`src/rtl/dct4_stream_pipe.sv`:
```
// dct4_stream_pipe: streaming 4-point integer DCT (coefficients 64/80/36).
// Gathers four signed samples from a valid/ready stream, runs a butterfly
// stage (S1) and a shift-and-add product stage (S2), and presents all four
// coefficients in parallel on a registered valid/ready output. Framing errors
// (in_last misplaced) raise a one-cycle err_align pulse.
module dct4_stream_pipe #(
  parameter  int IN_W      = 8,
  parameter  int OUT_SHIFT = 0,
  localparam int OUT_W     = IN_W + 8 - OUT_SHIFT
) (
  input  logic                    clk,
  input  logic                    rst_n,
  input  logic                    in_valid,
  output logic                    in_ready,
  input  logic signed [IN_W-1:0]  in_data,
  input  logic                    in_last,
  output logic                    out_valid,
  input  logic                    out_ready,
  output logic signed [OUT_W-1:0] y0,
  output logic signed [OUT_W-1:0] y1,
  output logic signed [OUT_W-1:0] y2,
  output logic signed [OUT_W-1:0] y3,
  output logic                    err_align
);

  localparam int AW = IN_W + 1;
  localparam int FW = IN_W + 9;
  localparam logic signed [FW-1:0] RND = FW'((1 << OUT_SHIFT) >> 1);

  logic        [1:0]       r_idx;
  logic signed [IN_W-1:0]  r_x0, r_x1, r_x2;
  logic                    r_err;
  logic                    r_s1_valid;
  logic signed [AW-1:0]    r_a0, r_a1, r_b0, r_b1;
  logic                    r_out_valid;
  logic signed [OUT_W-1:0] r_y0, r_y1, r_y2, r_y3;

  logic                    w_s2_adv, w_s1_ready, w_accept, w_fourth;
  logic signed [FW-1:0]    w_a0e, w_a1e, w_b0e, w_b1e;
  logic signed [FW-1:0]    w_p0, w_p1, w_p2, w_p3;
  logic signed [OUT_W-1:0] w_y0, w_y1, w_y2, w_y3;

  // The 4th sample may only enter when S1 can take it, so in_ready depends
  // on registered state and out_ready only, never on in_valid.
  assign w_s2_adv   = !r_out_valid || out_ready;
  assign w_s1_ready = !r_s1_valid || w_s2_adv;
  assign in_ready   = (r_idx != 2'd3) || w_s1_ready;
  assign w_accept   = in_valid && in_ready;
  assign w_fourth   = w_accept && (r_idx == 2'd3);

  // Sign-extend butterfly terms to a width where the products cannot overflow.
  assign w_a0e = FW'(r_a0);
  assign w_a1e = FW'(r_a1);
  assign w_b0e = FW'(r_b0);
  assign w_b1e = FW'(r_b1);

  // Products from shifts and adds: 64 = 2^6, 80 = 2^6 + 2^4, 36 = 2^5 + 2^2.
  assign w_p0 = (w_a0e + w_a1e) <<< 6;
  assign w_p2 = (w_a0e - w_a1e) <<< 6;
  assign w_p1 = (w_b0e <<< 6) + (w_b0e <<< 4) + (w_b1e <<< 5) + (w_b1e <<< 2);
  assign w_p3 = (w_b0e <<< 5) + (w_b0e <<< 2) - (w_b1e <<< 6) - (w_b1e <<< 4);

  // Round-half-up scaling; RND is zero when no shift is requested.
  assign w_y0 = OUT_W'((w_p0 + RND) >>> OUT_SHIFT);
  assign w_y1 = OUT_W'((w_p1 + RND) >>> OUT_SHIFT);
  assign w_y2 = OUT_W'((w_p2 + RND) >>> OUT_SHIFT);
  assign w_y3 = OUT_W'((w_p3 + RND) >>> OUT_SHIFT);

  // Gather samples x0..x2, track block position and flag framing errors.
  always_ff @(posedge clk or negedge rst_n) begin
    if (!rst_n) begin
      r_idx <= 2'd0;
      r_x0  <= '0;
      r_x1  <= '0;
      r_x2  <= '0;
      r_err <= 1'b0;
    end else begin
      r_err <= 1'b0;
      if (w_accept) begin
        if (r_idx == 2'd3) begin
          r_idx <= 2'd0;
          r_err <= !in_last;
        end else if (in_last) begin
          r_idx <= 2'd0;
          r_err <= 1'b1;
        end else begin
          case (r_idx)
            2'd0:    r_x0 <= in_data;
            2'd1:    r_x1 <= in_data;
            default: r_x2 <= in_data;
          endcase
          r_idx <= r_idx + 2'd1;
        end
      end
    end
  end

  // S1 butterfly: loads directly from the 4th sample plus the gathered three.
  always_ff @(posedge clk or negedge rst_n) begin
    if (!rst_n) begin
      r_s1_valid <= 1'b0;
      r_a0       <= '0;
      r_a1       <= '0;
      r_b0       <= '0;
      r_b1       <= '0;
    end else if (w_fourth) begin
      r_s1_valid <= 1'b1;
      r_a0       <= AW'(r_x0) + AW'(in_data);
      r_a1       <= AW'(r_x1) + AW'(r_x2);
      r_b0       <= AW'(r_x0) - AW'(in_data);
      r_b1       <= AW'(r_x1) - AW'(r_x2);
    end else if (w_s2_adv) begin
      r_s1_valid <= 1'b0;
    end
  end

  // S2 output register: advances when empty or being consumed, else holds.
  always_ff @(posedge clk or negedge rst_n) begin
    if (!rst_n) begin
      r_out_valid <= 1'b0;
      r_y0        <= '0;
      r_y1        <= '0;
      r_y2        <= '0;
      r_y3        <= '0;
    end else if (w_s2_adv) begin
      r_out_valid <= r_s1_valid;
      if (r_s1_valid) begin
        r_y0 <= w_y0;
        r_y1 <= w_y1;
        r_y2 <= w_y2;
        r_y3 <= w_y3;
      end
    end
  end

  assign out_valid = r_out_valid;
  assign y0        = r_y0;
  assign y1        = r_y1;
  assign y2        = r_y2;
  assign y3        = r_y3;
  assign err_align = r_err;

endmodule
```
`config.mk`:
```
export PLATFORM = sky130hd
export DESIGN_NAME = dct4_stream_pipe
export DESIGN_NICKNAME = d
export VERILOG_FILES = /design/src/rtl/dct4_stream_pipe.sv
export SDC_FILE = /design/constraint.sdc
export NUM_CORES = 1
export LEC_CHECK = 0
export CAP_MARGIN = 20
export CORE_AREA = 2 2 128 130
export DETAILED_ROUTE_END_ITERATION = 8
export DIE_AREA = 0 0 130 132
export GPL_TIMING_DRIVEN = 0
export PLACE_DENSITY = 0.76
export SYNTH_ARGS = -nofsm -noshare
export SYNTH_HDL_FRONTEND = slang
export SYNTH_SLANG_ARGS = --single-unit
```
`constraint.sdc`:
```
create_clock -name clk -period 3.72 [get_ports clk]
set_input_delay 0.558 -clock clk [delete_from_list [all_inputs] [get_ports clk]]
set_output_delay 0.558 -clock clk [all_outputs]
set_load 0.005 [all_outputs]
```
# After elaboration in Yosys (flattened, before gate mapping)
# Cells that the tools add are included.
# totals
elab_cells	56
mem_bits_ro	0
input_bits	13
n_memories	0
latchBits	0
reg_bits	117
mem_bits_rw	0
output_inout_bits	67
# classes
n_eq_ne	3
add_sub_neg	13
n_mux	7
reduce_logical	15
order_cmp	0
multipliers	0
n_div	0
bitwise_logic	3
shift	0
# ops
op	count
$add A8 B8 Y9	2
$sub A8 B8 Y9	2
$add A15 B13 Y16	1
$add A16 B11 Y16	1
$add A16 B14 Y16	1
$sub A15 B15 Y16	1
$sub A16 B13 Y16	1
$add A14 B11 Y15	1
$reduce_and A4 Y1	3
$add A9 B9 Y10	1
$sub A9 B9 Y10	1
$mux W1	5
$mux W2	2
$logic_not A1 Y1	3
$logic_or A1 B1 Y1	3
$not A1 Y1	3
$add A2 B1 Y2 const B	1
$eq A2 B1 Y1 const B	1
$eq A2 B2 Y1 const B	1
$logic_and A1 B1 Y1	2
$logic_not A2 Y1	1
$ne A2 B2 Y1 const B	1
$reduce_and A2 Y1	1
$reduce_bool A2 Y1	1
$reduce_or A2 Y1	1

# Depth between registers and ports, before layout
# Gate-level depths: netlist (run 1).
# depth
ltp_word	7
depth_mapped	11
depth_no_buf	11

# Least setup slack after synthesis (run 1)
# Ideal clock, no wire load.
# synth_timing
kind	register to register
from	reg, netlist name r_a0[0]
to	reg r_y1[14], in the netlist y1[14]
synth_period_minus_slack_ns	3.057
arrival_ns	2.923
t_required_ns	3.586
path_stages_with_launch	12
path_slack_ns	0.663
setup_time_ns	0.134
n_path_buf	0
cell_sequence	dfrtp_1 inv_1 fa_1 inv_1 fa_1 ha_1 fa_1 a21oi_1 o211ai_1 a31oi_1 xor2_1 o21ai_0
# synth_rtl
item	line	rtl
to (signal assigned)	129	r_y1 <= w_y1;
to (decl)	36	logic signed [OUT_W-1:0] r_y0, r_y1, r_y2, r_y3;

==> results of run 1 <==
-- final cells by class --
type                    instances  area (sq um)  area share, %
multi-input cells             651          5130           52.3
repair buffers                 64           656           6.69
flip-flops and latches        110          2750           28.1
inverters                     103           387           3.95
clock buffers                   9           225           2.30
well taps                     216           270           2.76
plain buffers                  51           287           2.93
clock inverters                 7          88.8          0.907
-- Yosys cell counts (all sizes together) (15+ instances only) --
cell      n
xnor2    17
nand3    25
clkbuf   18
nor3     22
ha       87
nand2    93
o21a     19
mux2     16
nand2b   15
dfrtp   110
nor2     36
a21oi    28
fa       37
o21ai    70
inv     103
buf      33
-- layer usage --
metal,track usage [%],up-vias
li1,-,3235
met1,32.3,3182
met2,38.7,148
met3,3.00,21
met4,6.87,0
met5,0,-
-- cells by family (layout without fill, tap and decap cells) --
logic type               count (synthesis)  count (layout)  synth area share (%)
XOR/XNOR                                30              30                  3.10
multiplexers                            29              29                  4.32
adder cells (fa/ha/maj)                124             124                  21.6
buffers and inverters                  154             234                  7.94
flip-flops                             110             110                  32.5
other                                    1              16                0.0442
AO/OA/AOI/OAI                          199             199                  15.5
AND/OR/NAND/NOR                        253             253                  15.1
-- registers in the layout (all words and copies together) (netlist names), 9 cells and up --
signal,count
y2,10
r_a1,9
r_a0,9
y3,14
y1,14
y0,9
-- worst register-to-register path, stage by stage (launching register included) --
cell	delay (ns)
dfrtp_2	0.48
inv_1	0.19
fa_1	0.56
inv_1	0.05
fa_1	0.45
ha_1	0.28
fa_1	0.43
a21oi_2	0.20
o211ai_1	0.15
a31oi_2	0.24
xor2_2	0.27
o21ai_0	0.11
-- per-stage QoR --
step	std cells	hold slack, ns	area (sq um)	worst slack [ns]
floorplan	915	0.262	8530	0.663
global placement	1194	0.461	9440	-2.18
detailed placement	1195	0.464	9460	-0.0994
CTS	1211	0.231	9780	0.00798
global route	1211	0.261	9790	0.0343
finish	1211	0.204	9790	0.167
-- worst max path at each step --
stage / startpoint / to / slack (ns) / cells past startpoint
after CTS: r_a0[0] / y1[14] / 0.008 / 11
after global routing: r_a0[0] / y1[14] / 0.03 / 11
after floorplan: r_a0[0] / y1[14] / 0.66 / 11
final: r_a0[0] / y1[14] / 0.17 / 11
after global placement: rst_n / r_x0[0] / -2.18 / 1
after detailed placement: r_a0[0] / y1[14] / -0.1 / 11
==> results.yml, run 1 <==
worst_hold_path:
  worst_hold_path_type: "in -> async"
clocking:
  clk_pin_slew_ns: 0.08
  cts.sinks: 110
  cts_resized: 1
  cts_hold_buf: 0
  cts_tree: "yes"
  ctsLongestPathBuffers: 2
  cts_made_buffers: 9
  h-tree-depth: 3
  clk_latency_ns: 0.36
  cts_root_buf: "clkbuf_16"
  cts_setup_buffers: 0
critical_path:
  critPathKind: "reg -> reg"
  crit_arrival_ns: 3.78
  crit_top_cell: "fa_1"
  end_kind: "flip-flop"
  cpLargestDelayFamily: "adder cells"
  reg2reg_to: "y1[14]"
  rrSetupSlack_ns: 0.17
  worst_setup_path_start_kind: "flip-flop"
  crit_slowest_cell: "fa_1"
  crit_fanout: 7
  max_stage_delay_ns: 0.56
  crit_required_ns: 3.95
  worstPathCellList: "inv_1 -> fa_1 -> inv_1 -> fa_1 -> ha_1 -> fa_1 -> a21oi_2 -> o211ai_1 -> a31oi_2 -> xor2_2 -> o21ai_0"
  r2r_cells: 11
  path_buf_inv: 2
  reg2reg_from: "r_a0[0]"
floorplan:
  die_h_microns: 132
  die-area_sq_um: 17200
  die_x_microns: 130
  io_pins: 80
  core_sq_um: 15700
  rows: 46
  start_util_pct: 54.0
detailed_routing:
  vias_per_cell: 5.44
  drt-wirelength-per-cell_microns: 15.9
  dr_wl_met3_microns: 647
  final_antenna_net_count: 0
  drc: 0
  m1WireLength_microns: 9000
  finalWirelength_microns: 19300
  wl_met2_microns: 9320
  routed.top_layer: "met4"
  drt_iter0_drc: 454
  firstDrtPassIters: 5
  vias: 6586
cells_and_area:
  area_growth_pct: 15.5
  nFillCells: 1367
  drive_gt1_share_pct: 8.64
  diodes: 0
  final_common_cell: "dfrtp_1"
  mostFrequentLayoutCells: "dfrtp_1 (109), inv_1 (103), nand2_1 (93), ha_1 (87), o21ai_0 (63)"
  nNetsFinal: 1127
  fin_util_pct: 62.3
yosys:
  synth_edf_count: 0
  synth.largest_area_cell: "dfrtp_1"
  postSynth.asyncResetShare_pct: 100
  synth-warning-count: 0
  synthTopCellsByArea: "dfrtp_1 (32%), ha_1 (13%), fa_1 (8.7%)"
  syn-instance-count: 900
  synth_top_area_share_pct: 32.5
  synthFlopType: "dfrtp_1"
  synth-seq-cells: 110
  synth_seq_area_share_pct: 32.5
  ys_types: 69
  syn_area_sq_um: 8480
  syn_avg_cell_area_sq_um: 9.42
sta:
  tightest_slew_ns: 0.688
  period_needed_ns: 3.55
  fin_crit_sh_pct: 95.5
  slew_violations: 0
  hold_violations: 0
  setup_violations: 0
  clock_skew_ns: 0.0101
  fmax_mhz: 281
  relSlewSlack_pct: 54.1
  tns_ns: 0
  rsz0062_at_grt: "false"
global_routing:
  grt_antenna_before_repair: 0
  grt_max_degree: 65
  grt-ovfl-total: 0
  grt_use_total_pct: 23.5
  grt_pass1_vias: 6446
  grt_pass1_wl_microns: 32000
placement:
  portBuffers: 63
  place_congestion: 0.900
  dp_hpwl_microns: 15300
run_status:
  outcome: "finished clean"
flow_run:
  cap_violations: 0
Power of run 1 is left out: the tool's default activity adds up to more than one toggle a clock period on the data nets, which glitch-free logic cannot reach.
==> run 2, diff against run 1 <==
- MAX_ROUTING_LAYER: not set -> met4
==> run 2 against run 1 <==
Routed wire length rose by 0.45%. Sequential share of layout area fell by 0.054 points. Final area rose by 0.19%. Worst hold slack improved by 0.00096 ns. Global-route usage rose by 0.89 points. Die area did not move. Register-to-register slack improved by 0.04 ns. Critical path type unchanged. First-iteration DRC count fell by 5.5%. Fmax rose by 1.1%. Flip-flop and latch count did not move. Core utilization rose by 0.12 points. Final cell count barely moved.
==> results.yml, run 2 (synthesis gave the netlist of run 1 again) <==
run_status:
  outcome: "finished clean"
critical_path:
  crit_slowest_cell: "fa_1"
  crit_fanout: 5
  worstPathCellList: "inv_1 -> fa_1 -> inv_1 -> fa_1 -> ha_1 -> fa_1 -> a21oi_2 -> o211ai_1 -> a31oi_2 -> xor2_2 -> o21ai_0"
  cpLargestDelayFamily: "adder cells"
  max_stage_delay_ns: 0.57
  r2r_cells: 11
  rrSetupSlack_ns: 0.21
  cp-startpoint: "r_a0[0]"
  end_kind: "flip-flop"
  crit_required_ns: 3.95
  worst_setup_path_start_kind: "flip-flop"
  critPathKind: "reg -> reg"
  reg2reg_to: "y1[14]"
  reg2reg_from: "r_a0[0]"
  crit_top_cell: "fa_1"
  crit_arrival_ns: 3.74
  path_buf_inv: 2
clocking:
  ctsLongestPathBuffers: 2
  cts_made_buffers: 9
  clk_pin_slew_ns: 0.08
  cts_hold_buf: 0
  h-tree-depth: 3
  cts.sinks: 110
  cts_root_buf: "clkbuf_16"
  clk_latency_ns: 0.36
  cts_tree: "yes"
detailed_routing:
  drt_iter0_drc: 429
  vias: 6598
  vias_per_cell: 5.44
  firstDrtPassIters: 5
  drt-wirelength-per-cell_microns: 16.0
  final_antenna_net_count: 0
  drc: 0
  finalWirelength_microns: 19400
cells_and_area:
  diodes: 0
  nFillCells: 1372
  drive_gt1_share_pct: 8.73
  mostFrequentLayoutCells: "dfrtp_1 (109), inv_1 (103), nand2_1 (93), ha_1 (87), o21ai_0 (63)"
  final_common_cell: "dfrtp_1"
  nNetsFinal: 1128
  area_growth_pct: 15.7
global_routing:
  grt_use_total_pct: 24.4
  grt_pass1_vias: 6373
  grt_max_degree: 65
  grt-ovfl-total: 0
  grt_pass1_wl_microns: 32000
  grt_antenna_before_repair: 0
sta:
  slew_violations: 0
  clock_skew_ns: 0.0111
  setup_slack_ns: 0.207
  tightest_slew_ns: 0.661
  hold_violations: 0
  relSlewSlack_pct: 55.9
  fmax_mhz: 285
  setup_violations: 0
  rsz0062_at_grt: "false"
  period_needed_ns: 3.51
  fin_crit_sh_pct: 94.4
placement:
  dp_hpwl_microns: 15500
  portBuffers: 63
  place_congestion: 0.905
  dpl_worst_slack_ns: -0.158
flow_run:
  cap_violations: 0
floorplan:
  core_sq_um: 15700
  die_h_microns: 132
  rows: 46
  die-area_sq_um: 17200
  start_util_pct: 54.0
  die_x_microns: 130
  io_pins: 80
worst_hold_path:
  worst_hold_path_type: "in -> async"
## run 2: per-layer routing
| layer | GRT usage, % | wire, microns | vias up |
|---|---|---|---|
| li1 | - | - | 3243 |
| met1 | 32.3 | 9020 | 3182 |
| met2 | 39.1 | 9320 | 144 |
| met3 | 2.64 | 563 | 29 |
| met4 | 8.12 | 461 | 0 |
| met5 | - | 0 | - |
## run 2: how the worst max path moves through the flow
stage                   end  slack, ns  depth (start not counted)
floorplan            y1[14]       0.66                         11
global placement    r_x0[1]      -2.16                          1
detailed placement   y1[14]      -0.16                         11
CTS                  y1[14]      0.002                         11
global route         y1[14]       0.08                         11
finish               y1[14]       0.21                         11
## run 2: timing repair
action,in CTS,in global routing
resized for setup,2,2
setup endpoints to repair,2,2
setup buffers,0,1
## run 2: per-stage QoR
step	util (%)	hold WS (ns)	std cells	cell area, sq um	TNS (ns)
3_3_place_gp	60.0	0.462	1194	9440	-236.51
6_report	62.4	0.205	1212	9810	0
5_1_grt	62.4	0.259	1212	9810	0
4_1_cts	62.3	0.220	1211	9790	0
2_1_floorplan	-	0.262	915	8530	0
3_5_place_dp	60.2	0.464	1195	9460	-0.160
## run 2: final cells by class
cell class,count,area (sq um),area share (%)
Clock buffer,9,225,2.30
Sequential cell,110,2750,28.1
Tap cell,216,270,2.75
Clock inverter,7,100,1.02
Buffer,51,287,2.92
Timing Repair Buffer,65,663,6.76
Multi-Input combinational cell,651,5130,52.2
Inverter,103,387,3.94
Power of run 2 is left out for the same reason.
==> run 3, diff against run 2 <==
- GPL_ROUTABILITY_DRIVEN: not set -> 0
==> run 3 against run 2 <==
Core utilization hardly changed. Largest cell class unchanged. Count of clock-buffer cells in the layout stayed put. Worst setup slack worse by 0.066 ns.
==> results.yml, run 3 (synthesis gave the netlist of run 1 again) <==
floorplan:
  die-area_sq_um: 17200
  core_sq_um: 15700
  die_h_microns: 132
  start_util_pct: 54.0
  rows: 46
  io_pins: 80
  die_x_microns: 130
clocking:
  h-tree-depth: 3
  cts.sinks: 110
  cts_tree: "yes"
  ctsLongestPathBuffers: 2
  cts_hold_buf: 0
  clk_pin_slew_ns: 0.08
  cts_made_buffers: 9
  cts_resized: 1
  cts_root_buf: "clkbuf_16"
  cts_setup_buffers: 0
  clk_latency_ns: 0.37
critical_path:
  end_kind: "flip-flop"
  critPathKind: "reg -> reg"
  crit_arrival_ns: 3.81
  worst_setup_path_start_kind: "flip-flop"
  crit_required_ns: 3.96
  crit_fanout: 7
detailed_routing:
  vias: 6617
  vias_per_cell: 5.46
  firstDrtPassIters: 5
  finalWirelength_microns: 18900
  drt_iter0_drc: 491
  drc: 0
  final_antenna_net_count: 0
  drt-wirelength-per-cell_microns: 15.6
cells_and_area:
  final_common_cell: "dfrtp_1"
  final_cells: 1211
  mostFrequentLayoutCells: "dfrtp_1 (109), inv_1 (103), nand2_1 (93), ha_1 (87), o21ai_0 (63)"
  fin_util_pct: 62.4
  area_growth_pct: 15.7
  nNetsFinal: 1127
  diodes: 0
  drive_gt1_share_pct: 8.74
sta:
  tightest_slew_ns: 0.696
  hold_violations: 0
  slew_violations: 0
  clock_skew_ns: 0.0175
  relSlewSlack_pct: 53.6
  fmax_mhz: 279
  rsz0062_at_grt: "false"
  setup_violations: 0
  fin_crit_sh_pct: 96.2
  period_needed_ns: 3.58
  whs_ns: 0.188
worst_hold_path:
  worst_hold_path_type: "in -> async"
run_status:
  outcome: "finished clean"
global_routing:
  grt_pass1_vias: 6271
  grt_use_total_pct: 23.9
  grt-ovfl-total: 0
  grt_antenna_before_repair: 0
  grt_max_degree: 68
  grt_pass1_wl_microns: 31500
flow_run:
  cap_violations: 0
placement:
  portBuffers: 63
  dp_hpwl_microns: 15100
  dp_cells: 1195
run 3: cell count changes in the layout (fill, tap and decap cells not counted):
cell,before,now
inv_6,2,3
buf_4,20,19
inv_8,1,2
clkinv_8,2,1
clkinv_4,1,0
xnor2_1,17,16
xnor2_2,0,1
run 3: area by class of cell:
cell class,instances,area (sq um)
clock buffer,9,225
buffer,51,287
clock inverter,7,95.1
inverter,103,387
multi-input combinational,651,5130
timing repair buffer,64,656
sequential,110,2750
tap,216,270
fill,1351,5910
run 3: per-stage QoR:
step	setup slack [ns]	setup TNS, ns	instance area [sq um]
after floorplan	0.663	0	8530
after global placement	-2.12	-232.58	9440
after detailed placement	-0.0889	-0.0889	9460
after CTS	0.0139	0	9780
after global routing	0.0231	0	9810
final	0.141	0	9810
run 3: final timing paths:
kind / depth (start not counted) / slack (ns) / endpoint / startpoint
hold / removal: 1 / 0.19 / y3[9] / rst_n
setup reg to reg: 11 / 0.14 / y1[14] / r_a0[0]
setup / recovery: 11 / 0.14 / y1[14] / r_a0[0]
max in group asynchronous: 2 / 2.79 / r_a0[0] / rst_n
hold reg to reg: 2 / 0.47 / y3[11] / y3[11]
min in group clk: 2 / 0.47 / y3[11] / y3[11]
run 3: critical path, cell delays in order (launching register included):
cell      delay, ns
dfrtp_2        0.48
inv_1          0.19
fa_1           0.56
inv_1          0.05
fa_1           0.45
ha_1           0.28
fa_1           0.43
a21oi_2        0.21
o211ai_1       0.15
a31oi_2        0.24
xor2_2         0.28
o21ai_0        0.12
run 3: metal layers:
metal / wire length [microns] / GRT usage (%)
met4: 626 / 10.2
met1: 8730 / 32.1
met3: 795 / 3.37
met5: 0 / -
met2: 8770 / 36.2
Power of run 3 is left out for the same reason.
